<file path="src/rtl/grid_game_core_pkg.sv">
// Shared definitions for the hazard/gold grid game engine: state encodings,
// LFSR feedback polynomial and the widths seen by the display controller.
package grid_game_core_pkg;

    // Game phase as presented on game_state
    typedef enum logic [1:0] {
        ST_IDLE = 2'd0,
        ST_PLAY = 2'd1,
        ST_OVER = 2'd2
    } game_state_t;

    // Right-shift Galois feedback mask for x^32 + x^22 + x^2 + x + 1
    // (taps 32, 22, 2, 1 map to bits 31, 21, 1, 0).
    localparam logic [31:0] LFSR_POLY = 32'h8020_0003;

    // Display-facing widths
    localparam int GAME_STATE_W = 2;
    localparam int LIFE_W       = 3;

endpackage

</file>
<file path="src/rtl/grid_game_core_lfsr32.sv">
// 32-bit Galois LFSR that advances only when en is high.
module lfsr32
    import grid_game_core_pkg::*;
#(
    parameter logic [31:0] SEED = 32'hACE1_2025
)
(
    input  logic        clk,
    input  logic        rst,
    input  logic        en,
    output logic [31:0] q
);

    // Shift right; when the bit falling out is 1, fold in the feedback mask.
    always_ff @(posedge clk or negedge rst) begin
        if (!rst) begin
            q <= SEED;
        end else if (en) begin
            q <= {1'b0, q[31:1]} ^ (q[0] ? LFSR_POLY : 32'h0);
        end
    end

endmodule

</file>
<file path="src/rtl/grid_game_core.sv">
// Game engine for the hazard/gold grid: owns the game FSM, round timing,
// fire/gold pattern generation, score/life bookkeeping and win/lose.
//
//   state   | meaning
//   --------+--------------------------------------------------------------
//   ST_IDLE | waiting for start; grid dark, score 0, full lives
//   ST_PLAY | rounds running; evaluated on every ROUND_TICKS-th tick
//   ST_OVER | game finished; score/life/win hold until the next start
module grid_game_core
    import grid_game_core_pkg::*;
#(
    parameter int          CELLS       = 9,
    parameter int          LIVES       = 3,
    parameter int          SCORE_W     = 4,
    parameter int          WIN_SCORE   = 10,
    parameter int          ROUND_TICKS = 4,
    parameter int          SUPER_USES  = 2,
    parameter logic [31:0] SEED        = 32'hACE1_2025
)
(
    input  logic                    clk,
    input  logic                    rst,
    input  logic                    tick,
    input  logic                    start,
    input  logic                    super_req,
    input  logic [CELLS-1:0]        box,
    output logic [GAME_STATE_W-1:0] game_state,
    output logic [SCORE_W-1:0]      score,
    output logic [LIFE_W-1:0]       life,
    output logic [CELLS-1:0]        fire_state,
    output logic [CELLS-1:0]        gold_state,
    output logic [CELLS-1:0]        next_fire_pattern,
    output logic                    win
);

    localparam int CNT_W  = (ROUND_TICKS > 2) ? $clog2(ROUND_TICKS) : 1;
    localparam int CRED_W = (SUPER_USES > 0) ? $clog2(SUPER_USES + 1) : 1;

    localparam logic [SCORE_W-1:0] SCORE_MAX = {SCORE_W{1'b1}};
    localparam logic [SCORE_W-1:0] WIN_VAL   = SCORE_W'(WIN_SCORE);
    localparam logic [LIFE_W-1:0]  LIFE_INIT = LIFE_W'(LIVES);
    localparam logic [CNT_W-1:0]   CNT_LAST  = CNT_W'(ROUND_TICKS - 1);
    localparam logic [CRED_W-1:0]  CRED_INIT = CRED_W'(SUPER_USES);

    game_state_t       state_q;
    logic [CNT_W-1:0]  cnt_q;
    logic [CRED_W-1:0] cred_q;
    logic [31:0]       lfsr_q;

    logic [CELLS-1:0]  fire_load;
    logic [CELLS-1:0]  gold_onehot;
    logic [CELLS-1:0]  gold_load;
    logic [7:0]        gold_idx;

    logic              hit;
    logic              shield;
    logic [LIFE_W-1:0] life_eval;
    logic [SCORE_W-1:0] score_eval;
    logic [CRED_W-1:0] cred_eval;

    // Not every LFSR bit feeds the grid for small CELLS.
    logic              lfsr_unused;

    lfsr32 #(
        .SEED (SEED)
    ) u_lfsr (
        .clk (clk),
        .rst (rst),
        .en  (tick),
        .q   (lfsr_q)
    );

    assign lfsr_unused       = ^lfsr_q;
    assign game_state        = state_q;
    assign next_fire_pattern = fire_load;

    // Grid reload candidate from the current (pre-advance) LFSR value; the
    // gold cell is suppressed when it would land on a burning cell.
    always_comb begin
        fire_load   = lfsr_q[CELLS-1:0] & lfsr_q[CELLS+15:16];
        gold_idx    = lfsr_q[31:24] % 8'(CELLS);
        gold_onehot = '0;
        for (int i = 0; i < CELLS; i++) begin
            gold_onehot[i] = (gold_idx == 8'(i));
        end
        gold_load = (|(gold_onehot & fire_load)) ? '0 : gold_onehot;
    end

    // Round evaluation: hit/shield decision and the resulting life, score
    // and credit values, applied only on the evaluating tick.
    always_comb begin
        hit        = |(box & fire_state);
        shield     = hit & super_req & (cred_q != '0);
        life_eval  = (hit && !shield) ? (life - LIFE_W'(1)) : life;
        cred_eval  = shield ? (cred_q - CRED_W'(1)) : cred_q;
        score_eval = ((|(box & gold_state)) && (score != SCORE_MAX))
                     ? (score + SCORE_W'(1)) : score;
    end

    // Game FSM with all outputs registered.
    always_ff @(posedge clk or negedge rst) begin
        if (!rst) begin
            state_q    <= ST_IDLE;
            score      <= '0;
            life       <= LIFE_INIT;
            fire_state <= '0;
            gold_state <= '0;
            win        <= 1'b0;
            cnt_q      <= '0;
            cred_q     <= CRED_INIT;
        end else begin
            case (state_q)
                ST_IDLE: begin
                    if (start) begin
                        state_q    <= ST_PLAY;
                        score      <= '0;
                        life       <= LIFE_INIT;
                        cred_q     <= CRED_INIT;
                        cnt_q      <= '0;
                        fire_state <= fire_load;
                        gold_state <= gold_load;
                    end
                end
                ST_PLAY: begin
                    if (tick) begin
                        if (cnt_q == CNT_LAST) begin
                            cnt_q  <= '0;
                            score  <= score_eval;
                            life   <= life_eval;
                            cred_q <= cred_eval;
                            // Running out of lives beats reaching the target.
                            if (life_eval == '0) begin
                                state_q    <= ST_OVER;
                                win        <= 1'b0;
                                fire_state <= '0;
                                gold_state <= '0;
                            end else if (score_eval >= WIN_VAL) begin
                                state_q    <= ST_OVER;
                                win        <= 1'b1;
                                fire_state <= '0;
                                gold_state <= '0;
                            end else begin
                                fire_state <= fire_load;
                                gold_state <= gold_load;
                            end
                        end else begin
                            cnt_q <= cnt_q + CNT_W'(1);
                        end
                    end
                end
                ST_OVER: begin
                    if (start) begin
                        state_q    <= ST_IDLE;
                        win        <= 1'b0;
                        score      <= '0;
                        life       <= LIFE_INIT;
                        fire_state <= '0;
                        gold_state <= '0;
                    end
                end
                default: begin
                    state_q <= ST_IDLE;
                end
            endcase
        end
    end

endmodule

</file>
<file path="config.mk">
export PLATFORM = sky130hd
export DESIGN_NAME = grid_game_core
export DESIGN_NICKNAME = d
export VERILOG_FILES = /design/src/rtl/grid_game_core_pkg.sv /design/src/rtl/grid_game_core_lfsr32.sv /design/src/rtl/grid_game_core.sv
export SDC_FILE = /design/constraint.sdc
export NUM_CORES = 1
export LEC_CHECK = 0
export BUFFER_PORTS_ARGS = -buffer_cell sky130_fd_sc_hd__buf_4
export CAP_MARGIN = 5
export CORE_AREA = 2 2 103 105
export DETAILED_ROUTE_END_ITERATION = 6
export DIE_AREA = 0 0 105 107
export SYNTH_ARGS = -nofsm -noshare
export SYNTH_HDL_FRONTEND = slang
export SYNTH_SLANG_ARGS = --single-unit
</file>
<file path="constraint.sdc">
create_clock -name clk -period 6 [get_ports clk]
set_input_delay 0.6 -clock clk [delete_from_list [all_inputs] [get_ports clk]]
set_output_delay 0.6 -clock clk [all_outputs]
set_load 0.05 [all_outputs]
</file>
After elaboration in Yosys (flattened, before gate mapping) --
Index checks and enable logic that the tools add are counted.
Operators by class: add/sub/neg operators 4, divide/modulo/power cells 1, reductions and logical operators 21, $lt $le $gt $ge 1, mux-type cells 46, bitwise gates (word level) 7, eq/ne operators 19
Operator list (number):
- 2-to-1 mux 9 bit | 12
- one-hot mux 9 bit (3 select lines) | 2
- AND 9 bit | 4
- == test 8 x 3 -> 1 bit, second input constant | 4
- 2-to-1 mux 32 bit | 1
- bitwise XOR 31 x 32 -> 32 bit | 1
- OR reduction 9 bit | 3
- 2-to-1 mux 2 bit | 12
- AND reduction 5 bit | 4
- == test 8 x 2 -> 1 bit, second input constant | 2
- 2-to-1 mux 4 bit | 4
- 2-to-1 mux 3 bit | 4
- != test 2 bit, second input constant | 5
- == test 8 x 1 -> 1 bit, second input constant | 1
- == test 8 x 4 -> 1 bit, second input constant | 1
- logical NOT 8 bit | 1
- remainder unit 8 x 4 -> 8 bit, second input constant | 1
- one-hot mux 2 bit (2 select lines) | 2
- one-hot mux 4 bit (2 select lines) | 1
- nonzero test 2 bit | 4
- one-hot mux 2 bit (3 select lines) | 1
- one-hot mux 3 bit (2 select lines) | 1
- 2-to-1 mux 1 bit | 5
- adder 4 x 1 -> 4 bit, second input constant | 1
- other kinds (19) | 22
Word-level totals: logic and storage cells 108, output and inout port bits 37, bits in registers 64

Logic depth before layout (Yosys ltp) --
Gate-level depths: netlist of the first run.
word-level depth 12, depth in mapped cells 21

Hierarchy --
A second synthesis of the first run with hierarchy kept.
Second synthesis, totals: cell total of the unflattened synthesis 413, area, all modules 4167.7 um2
Modules (own cells, without submodules):
- grid_game_core | cells an instance 340, area each 2821.5 um2, seq. area each 804.5 um2, times used 1
- lfsr32 | cells an instance 73, area each 1346.3 um2, seq. area each 815.8 um2, times used 1

Worst setup path after synthesis of the first run --
OpenSTA, ideal clock, no wires.
kind reg2reg, start point register u_lfsr.q[27], end point register gold_state[5], period minus slack after synthesis 4.400 ns, slack 1.600 ns, path buffers 3, stages on the path, launching flop included 20, setup time 0.104 ns, data arrival time 4.296 ns, required time 5.896 ns, cell sequence dfstp_2 > buf_4 > or4bb_1 > a31o_1 > o311ai_2 > inv_2 > ha_1 > o211ai_2 > nand3_4 > a21oi_2 > inv_2 > ha_1 > clkbuf_1 > a32oi_1 > o21ai_2 > and2_4 > buf_6 > or3_1 > and3_4 > o41ai_2
Between the ends: cells in the longest elaborated chain, start to end 10, elaborated cells on any way between the ends 19
Ends and longest elaborated chain:
- start: declaration | RTL line grid_game_core_lfsr32.sv:11 | output logic [31:0] q
- start signal: assignment | RTL line grid_game_core_lfsr32.sv:19 | q <= {1'b0, q[31:1]} ^ (q[0] ? LFSR_POLY : 32'h0);
- remainder unit 8 x 4 -> 8 bit (*) | RTL line grid_game_core.sv:81 | gold_idx = lfsr_q[31:24] % 8'(CELLS);
- == test 8 x 1 -> 1 bit, or another cell as far along | RTL line grid_game_core.sv:84 | gold_onehot[i] = (gold_idx == 8'(i));
- AND 9 bit | RTL line grid_game_core.sv:86 | gold_load = (|(gold_onehot & fire_load)) ? '0 : gold_onehot;
- OR reduction 9 bit | RTL line grid_game_core.sv:86
- 2-to-1 mux 9 bit (*) | RTL line grid_game_core.sv:86
- 2-to-1 mux 9 bit | RTL line grid_game_core.sv:137 | end else if (score_eval >= WIN_VAL) begin
- 2-to-1 mux 9 bit | RTL line grid_game_core.sv:132 | if (life_eval == '0) begin
- 2-to-1 mux 9 bit | RTL line grid_game_core.sv:126 | if (cnt_q == CNT_LAST) begin
- 2-to-1 mux 9 bit | RTL line grid_game_core.sv:125 | if (tick) begin
- one-hot mux 9 bit (3 select lines) (*) | RTL line grid_game_core.sv:112 | case (state_q)
- end signal: assignment | RTL line grid_game_core.sv:121 | gold_state <= gold_load;
- end signal: assignment | RTL line grid_game_core.sv:144 | gold_state <= gold_load;
- end: declaration | RTL line grid_game_core.sv:31 | output logic [CELLS-1:0] gold_state,
Every way passes the cells marked *; elsewhere a longest branch is shown, timed or not. The select of a mux whose other input is x is not followed. A chain may end at the register's enable or synchronous reset.

Final worst setup path of the first run --
start point register u_lfsr.q[31], end point register gold_state[5]
Same word-level chain as after synthesis.

==> results.yml, run 1 <==
setup_path:
  reg2regPathDepth: 17
  cp_top_family: "compound AO/OA/AOI/OAI gates"
  sequence_of_cells_on_the_critical_path: "nor2b_1 > a21oi_1 > o311ai_2 > inv_2 > ha_1 > o211a_1 > nor3_1 > a21oi_2 > inv_2 > ha_1 > nand2_1 > a21o_1 > a221oi_1 > a311oi_2 > a221oi_2 > nand2b_1 > o41ai_2"
  timing.critical_path.slowest_stage_cell: "sky130_fd_sc_hd__dfstp_2"
  r2r_slack_ns: 0.92
  worst-setup-path-type: "reg2reg"
  arrival_worst_endpoint_ns: 5.32
  worst_setup_path_end_kind: "flop"
  critPathMaxStageDelay_ns: 0.66
  crit_path_start_kind: "flop"
  worst-path-stages: 17
  cp_max_fanout: 17
  critical_path_buffer_and_inverter_count: 2
  worst_ep_required_time_ns: 6.24
floorplan:
  dieWidth_um: 105
  die_y_um: 107
  fp-row-count: 37
  starting_density_of_the_core_pct: 44.4
  placeableCoreArea_mm2: 0.0101
  io-pin-count: 51
  die_area_mm2: 0.0112
routing:
  routed_wire_length_per_instance_um: 17.1
  route.antenna.remaining_nets: 0
  viasPerCell: 5.90
  detailedRoute.firstPassIterationCount: 5
  detail_route.iter0.violations: 212
  drt_drc_violations_left: 0
  drt-total-wl_um: 11300
  detailroute.via_count: 3895
global_route:
  first_global_vias: 3549
  grt-ovfl-total: 0
  grt_antenna_before_repair: 0
  grtUsageTotal_pct: 20.4
  pin_count_of_the_biggest_net_entering_global_routing: 65
  grt_pass1_wl_um: 18500
clock_tree:
  cts.repair_timing.setup_buffer_count: 0
  numClockSinks: 64
  holdBufCountCts: 0
  clk_pin_slew_ns: 0.07
  cts_tree: "done"
  cts_resized: 0
  clock_path_buffers: 2
  cts_root_buf: "sky130_fd_sc_hd__clkbuf_8"
  cts_max_level: 3
  clock_insertion_delay_worst_skew_ns: 0.35
  numCtsBuffers: 9
synthesis:
  synth.lib_cells_used.distinct: 88
  post_synth_xor_area_fraction_pct: 1.37
  post-synth-top-area-cell: "sky130_fd_sc_hd__dfrtp_1"
  postSynth.asyncResetShare_pct: 100
  postSynthCellCount: 482
  synth_top_cells_by_count: "sky130_fd_sc_hd__nand2_1, sky130_fd_sc_hd__dfrtp_1, sky130_fd_sc_hd__o21ai_0, sky130_fd_sc_hd__inv_1, sky130_fd_sc_hd__mux2_2"
  synth_area_per_cell_um2: 9.29
  synth.top_cell.area_share_pct: 27.4
  synth.yosys.seq_area_share_pct: 36.2
  synth.net_count: 507
  count_of_yosys_warnings_during_synthesis: 0
  synth.area.mux_share_pct: 7.69
  synth_flop_cell: "sky130_fd_sc_hd__dfrtp_1"
  synth_most_common_cell: "sky130_fd_sc_hd__nand2_1"
  syn_std_cell_area_mm2: 0.00448
  post_synth_fa_ha_maj_area_fraction_pct: 3.07
  synth_enable_flop_cells: 0
  synth_compound_area_share_pct: 25.5
  dominant_combinational_cell_family_by_area_after_synthesis: "compound AO/OA/AOI/OAI gates"
  synth_simple_gate_area_share_pct: 20.4
  ys_seq_elements: 64
  ranking_of_synthesized_cells_by_area: "sky130_fd_sc_hd__dfrtp_1, sky130_fd_sc_hd__dfstp_2, sky130_fd_sc_hd__mux2_2"
timing:
  fin_crit_sh_pct: 84.7
  tightest_slew_ns: 0.793
  fmax_mhz: 197
  relSlewSlack_pct: 47.1
  timing.final.crit_period_ns: 5.08
  hold_viol: 0
  finalSetupViolCount: 0
  grt_setup_unrepaired: "false"
  setup_tns_ns: 0
  clock-skew-final_ns: 0.0160
  final_max_slew_viol_count: 0
worst_hold_path:
  worst_hold_path_type: "in2async"
cells_and_area:
  antenna-diode-count: 0
  final_nets: 544
  syn_to_final_growth_pct: 14.0
  layout-drive-gt1-share_pct: 26.9
outcome:
  outcome: "finished clean"
placement:
  numPortBuffers: 50
  gp_routability_congestion: 0.882
  dp.final_hpwl_um: 8310
job:
  timing.max_cap.violations: 0
==> per-stage QoR <==
| stage | cells | setup WS (ns) | hold WS (ns) | instance area [um2] | utilization [%] |
|---|---|---|---|---|---|
| 3_3_place_gp | 644 | 1.27 | 0.481 | 4880 | 48.4 |
| 6_report | 660 | 0.915 | 0.337 | 5100 | 50.6 |
| 4_1_cts | 660 | 1.01 | 0.367 | 5100 | 50.6 |
| 3_5_place_dp | 644 | 1.04 | 0.484 | 4880 | 48.4 |
| 5_1_grt | 660 | 0.459 | 0.411 | 5100 | 50.6 |
| 2_1_floorplan | 482 | 1.60 | 0.304 | 4480 | - |
==> state kept, by name, summed over array words and instances (netlist names) <==
register,count
life,3
cnt_q,2
game_state,2
u_lfsr.q,32
cred_q,2
fire_state,9
win,1
gold_state,9
score,4
==> cells by family after synthesis <==
family | count (synthesis)
adder cells (fa/ha/maj) | 11
buffers and inverters | 54
XOR/XNOR | 7
flip-flops | 64
AND/OR/NAND/NOR | 165
multiplexers | 30
AO/OA/AOI/OAI | 151
==> placed cells by master (no fill, tap or decap), types with 4 or more instances in the layout <==
| cell type | instances |
|---|---|
| sky130_fd_sc_hd__a21o_1 | 5 |
| sky130_fd_sc_hd__a21oi_1 | 19 |
| sky130_fd_sc_hd__a22o_1 | 4 |
| sky130_fd_sc_hd__a22oi_1 | 5 |
| sky130_fd_sc_hd__a31oi_1 | 10 |
| sky130_fd_sc_hd__a32oi_1 | 5 |
| sky130_fd_sc_hd__and2_1 | 4 |
| sky130_fd_sc_hd__buf_4 | 51 |
| sky130_fd_sc_hd__clkbuf_8 | 11 |
| sky130_fd_sc_hd__dfrtp_1 | 49 |
| sky130_fd_sc_hd__dfstp_2 | 15 |
| sky130_fd_sc_hd__ha_1 | 11 |
| sky130_fd_sc_hd__inv_1 | 27 |
| sky130_fd_sc_hd__mux2_2 | 25 |
| sky130_fd_sc_hd__mux2i_1 | 4 |
| sky130_fd_sc_hd__nand2_1 | 54 |
| sky130_fd_sc_hd__nand2b_1 | 8 |
| sky130_fd_sc_hd__nand3_1 | 12 |
| sky130_fd_sc_hd__nand3b_1 | 6 |
| sky130_fd_sc_hd__nor2_1 | 20 |
| sky130_fd_sc_hd__nor2b_1 | 8 |
| sky130_fd_sc_hd__nor3_1 | 12 |
| sky130_fd_sc_hd__o211ai_1 | 4 |
| sky130_fd_sc_hd__o21ai_0 | 36 |
| sky130_fd_sc_hd__o31ai_1 | 5 |
| sky130_fd_sc_hd__or2_2 | 5 |
| sky130_fd_sc_hd__or3b_1 | 5 |
| sky130_fd_sc_hd__xnor2_1 | 7 |
==> layer usage <==
| layer | wire [um] | part of all wire [%] | global-route usage [%] |
|---|---|---|---|
| met5 | 0 | 0 | 0 |
| met1 | 5460 | 48 | 29.5 |
| met4 | 118 | 1.0 | 6.86 |
| met3 | 532 | 4.7 | 3.10 |
| met2 | 5160 | 46 | 31.4 |
==> cell type report <==
| class | count | area [um2] |
|---|---|---|
| clock buffer | 13 | 159 |
| fill | 952 | 4990 |
| clock inverter | 3 | 65.1 |
| multi-input combinational | 364 | 2600 |
| tap | 136 | 170 |
| inverter | 29 | 109 |
| sequential | 64 | 1620 |
| timing repair buffer | 51 | 383 |
==> final timing paths <==
kind	to	start
min	gold_state[0]	rst
min in group clk	u_lfsr.q[8]	u_lfsr.q[9]
max	gold_state[5]	u_lfsr.q[31]
max in group asynchronous	u_lfsr.q[6]	rst
min reg2reg	u_lfsr.q[8]	u_lfsr.q[9]
max reg2reg	gold_state[5]	u_lfsr.q[31]
Power of run 1 is left out: the tool's default activity adds up to more than one toggle a clock period on the data nets, which glitch-free logic cannot reach.
==> run 2, diff against run 1 <==
clock period = 4.7 ns   (was 6 ns; I/O delays follow)
==> run 2 against run 1 <==
Compared with the run above:
- die area unchanged
- non-clock buffer count increased by 10
- cell count increased by 1.5%
- critical path type unchanged
- critical endpoint is now gold_state[8]
- first-iteration DRC count increased by 26%
- hold slack got worse by 0.13 ns
- setup slack got worse by 0.64 ns
- flip-flop and latch count unchanged
- clock skew decreased by 0.0034 ns
- maximum frequency increased by 15%
- via count increased by 1.5%
- routed wire length decreased by 1.3%
- core utilization increased by 0.56 points
==> results.yml, run 2 (synthesized netlist as in run 1, its figures left out) <==
setup_path:
  worst-setup-path-type: "reg2reg"
  sequence_of_cells_on_the_critical_path: "or3b_1 > a31o_1 > o311ai_2 > inv_2 > ha_1 > o211ai_2 > nand3_4 > a21oi_4 > inv_2 > ha_1 > nand2_1 > a21boi_2 > a21oi_1 > a311oi_2 > and2_1 > a41oi_1 > o41ai_2"
  r2r_slack_ns: 0.28
  worst_setup_path_end_kind: "flop"
  cp_max_fanout: 21
  timing.critical_path.slowest_stage_cell: "sky130_fd_sc_hd__dfstp_4"
  worst_ep_required_time_ns: 4.93
  crit_path_start_kind: "flop"
  critPathMaxStageDelay_ns: 0.72
  arrival_worst_endpoint_ns: 4.65
cells_and_area:
  final-instance-count-excl-fill: 670
  final_common_cell: "sky130_fd_sc_hd__buf_4"
  final_nets: 554
  largest_registers: "u_lfsr.q: 32 flops, fire_state: 9 flops, gold_state: 9 flops"
  largest_reg_flops: 32
  final_cell_mix: "sky130_fd_sc_hd__buf_4, sky130_fd_sc_hd__nand2_1, sky130_fd_sc_hd__dfrtp_1"
  layout-drive-gt1-share_pct: 29.2
  syn_to_final_growth_pct: 15.3
  final.fill_count: 984
  area_of_the_multi_input_gates_mm2: 0.00263
  sequential_cell_area_mm2: 0.00162
  fin_util_pct: 51.1
  regMostFlops: "u_lfsr.q"
  antenna-diode-count: 0
  post-route-cell-area_mm2: 0.00516
timing:
  hold_viol: 0
  relSlewSlack_pct: 47.1
  timing.final.crit_period_ns: 4.42
  fin_crit_sh_pct: 94.1
  grt_setup_unrepaired: "true"
  clock-skew-final_ns: 0.0127
  finalSetupViolCount: 0
  fmax_mhz: 226
  final_max_slew_viol_count: 0
  tightest_slew_ns: 0.793
global_route:
  grt_pass1_wl_um: 18300
  pin_count_of_the_biggest_net_entering_global_routing: 65
  grt-ovfl-total: 0
  first_global_vias: 3577
  grtUsageTotal_pct: 20.1
  grt_antenna_before_repair: 0
routing:
  detail_route.iter0.violations: 268
  detailroute.via_count: 3952
  drt_drc_violations_left: 0
  detailedRoute.firstPassIterationCount: 5
  route.antenna.remaining_nets: 0
  drt-total-wl_um: 11100
  routed_wire_length_per_instance_um: 16.6
  viasPerCell: 5.90
clock_tree:
  cts_tree: "done"
  clock_path_buffers: 2
  clock_insertion_delay_worst_skew_ns: 0.34
  numClockSinks: 64
  cts_root_buf: "sky130_fd_sc_hd__clkbuf_8"
  cts_max_level: 3
  holdBufCountCts: 0
  clk_pin_slew_ns: 0.07
  numCtsBuffers: 9
placement:
  dp_cells: 652
  gp_routability_congestion: 0.880
  dpl-instance-area_mm2: 0.00494
  dp.final_hpwl_um: 8330
  numPortBuffers: 50
job:
  timing.max_cap.violations: 0
floorplan:
  die_y_um: 107
  dieWidth_um: 105
  fp-row-count: 37
  placeableCoreArea_mm2: 0.0101
  io-pin-count: 51
  starting_density_of_the_core_pct: 44.4
  die_area_mm2: 0.0112
outcome:
  outcome: "finished clean"
worst_hold_path:
  worst_hold_path_type: "in2async"
==> run 2: changes by cell type in the layout (fill, tap and decap cells not counted), sizes merged <==
cell / previous run / this run
buf: 51 / 61
bufinv: 2 / 0
clkbuf: 13 / 9
clkinv: 1 / 3
clkinvlp: 0 / 4
==> run 2: layout make-up <==
type | instances | share of cell area [%]
flip-flops and latches | 64 | 31.5
repair buffers | 61 | 8.87
clock buffers | 9 | 2.40
well taps | 136 | 3.30
inverters | 29 | 2.11
multi-input cells | 364 | 50.9
clock inverters | 7 | 0.945
==> run 2: path summary, 6_finish.rpt <==
path,from,to,depth (start not counted)
worst min register to register,u_lfsr.q[9],u_lfsr.q[8],2
worst min-delay path,rst,gold_state[4],1
min in group clk,u_lfsr.q[9],u_lfsr.q[8],2
max in group asynchronous,rst,u_lfsr.q[30],1
worst max-delay path,u_lfsr.q[26],gold_state[8],17
worst max register to register,u_lfsr.q[26],gold_state[8],17
==> run 2: layer usage <==
metal	track usage (%)	wire length, um	vias to the layer above
li1	-	-	1906
met1	28.1	5280	1898
met2	32.1	5110	132
met3	3.77	607	16
met4	5.43	137	0
met5	0	0	-
==> run 2: critical path, delay by kind of cell (launching register included) <==
kind / cells / cell delay (ns)
compound gates: 9 / 1.97
simple gates: 4 / 0.86
buf+inv: 2 / 0.25
fa+ha+maj: 2 / 0.50
flops: 1 / 0.72
==> run 2: per-stage QoR <==
step           hold slack, ns  setup TNS [ns]  setup WS [ns]
4_1_cts                 0.243               0         0.0497
5_1_grt                 0.279         -0.0159        -0.0159
3_5_place_dp            0.480               0         0.0456
3_3_place_gp            0.485               0          0.279
2_1_floorplan           0.174               0          0.300
6_report                0.210               0          0.279
==> run 2: repair_timing <==
action | in CTS | in global routing
setup buffers | 0 | 2
setup endpoints to repair | 1 | 9
pin swaps | 1 | 2
resized for setup | 0 | 9
Power of run 2 is left out for the same reason.
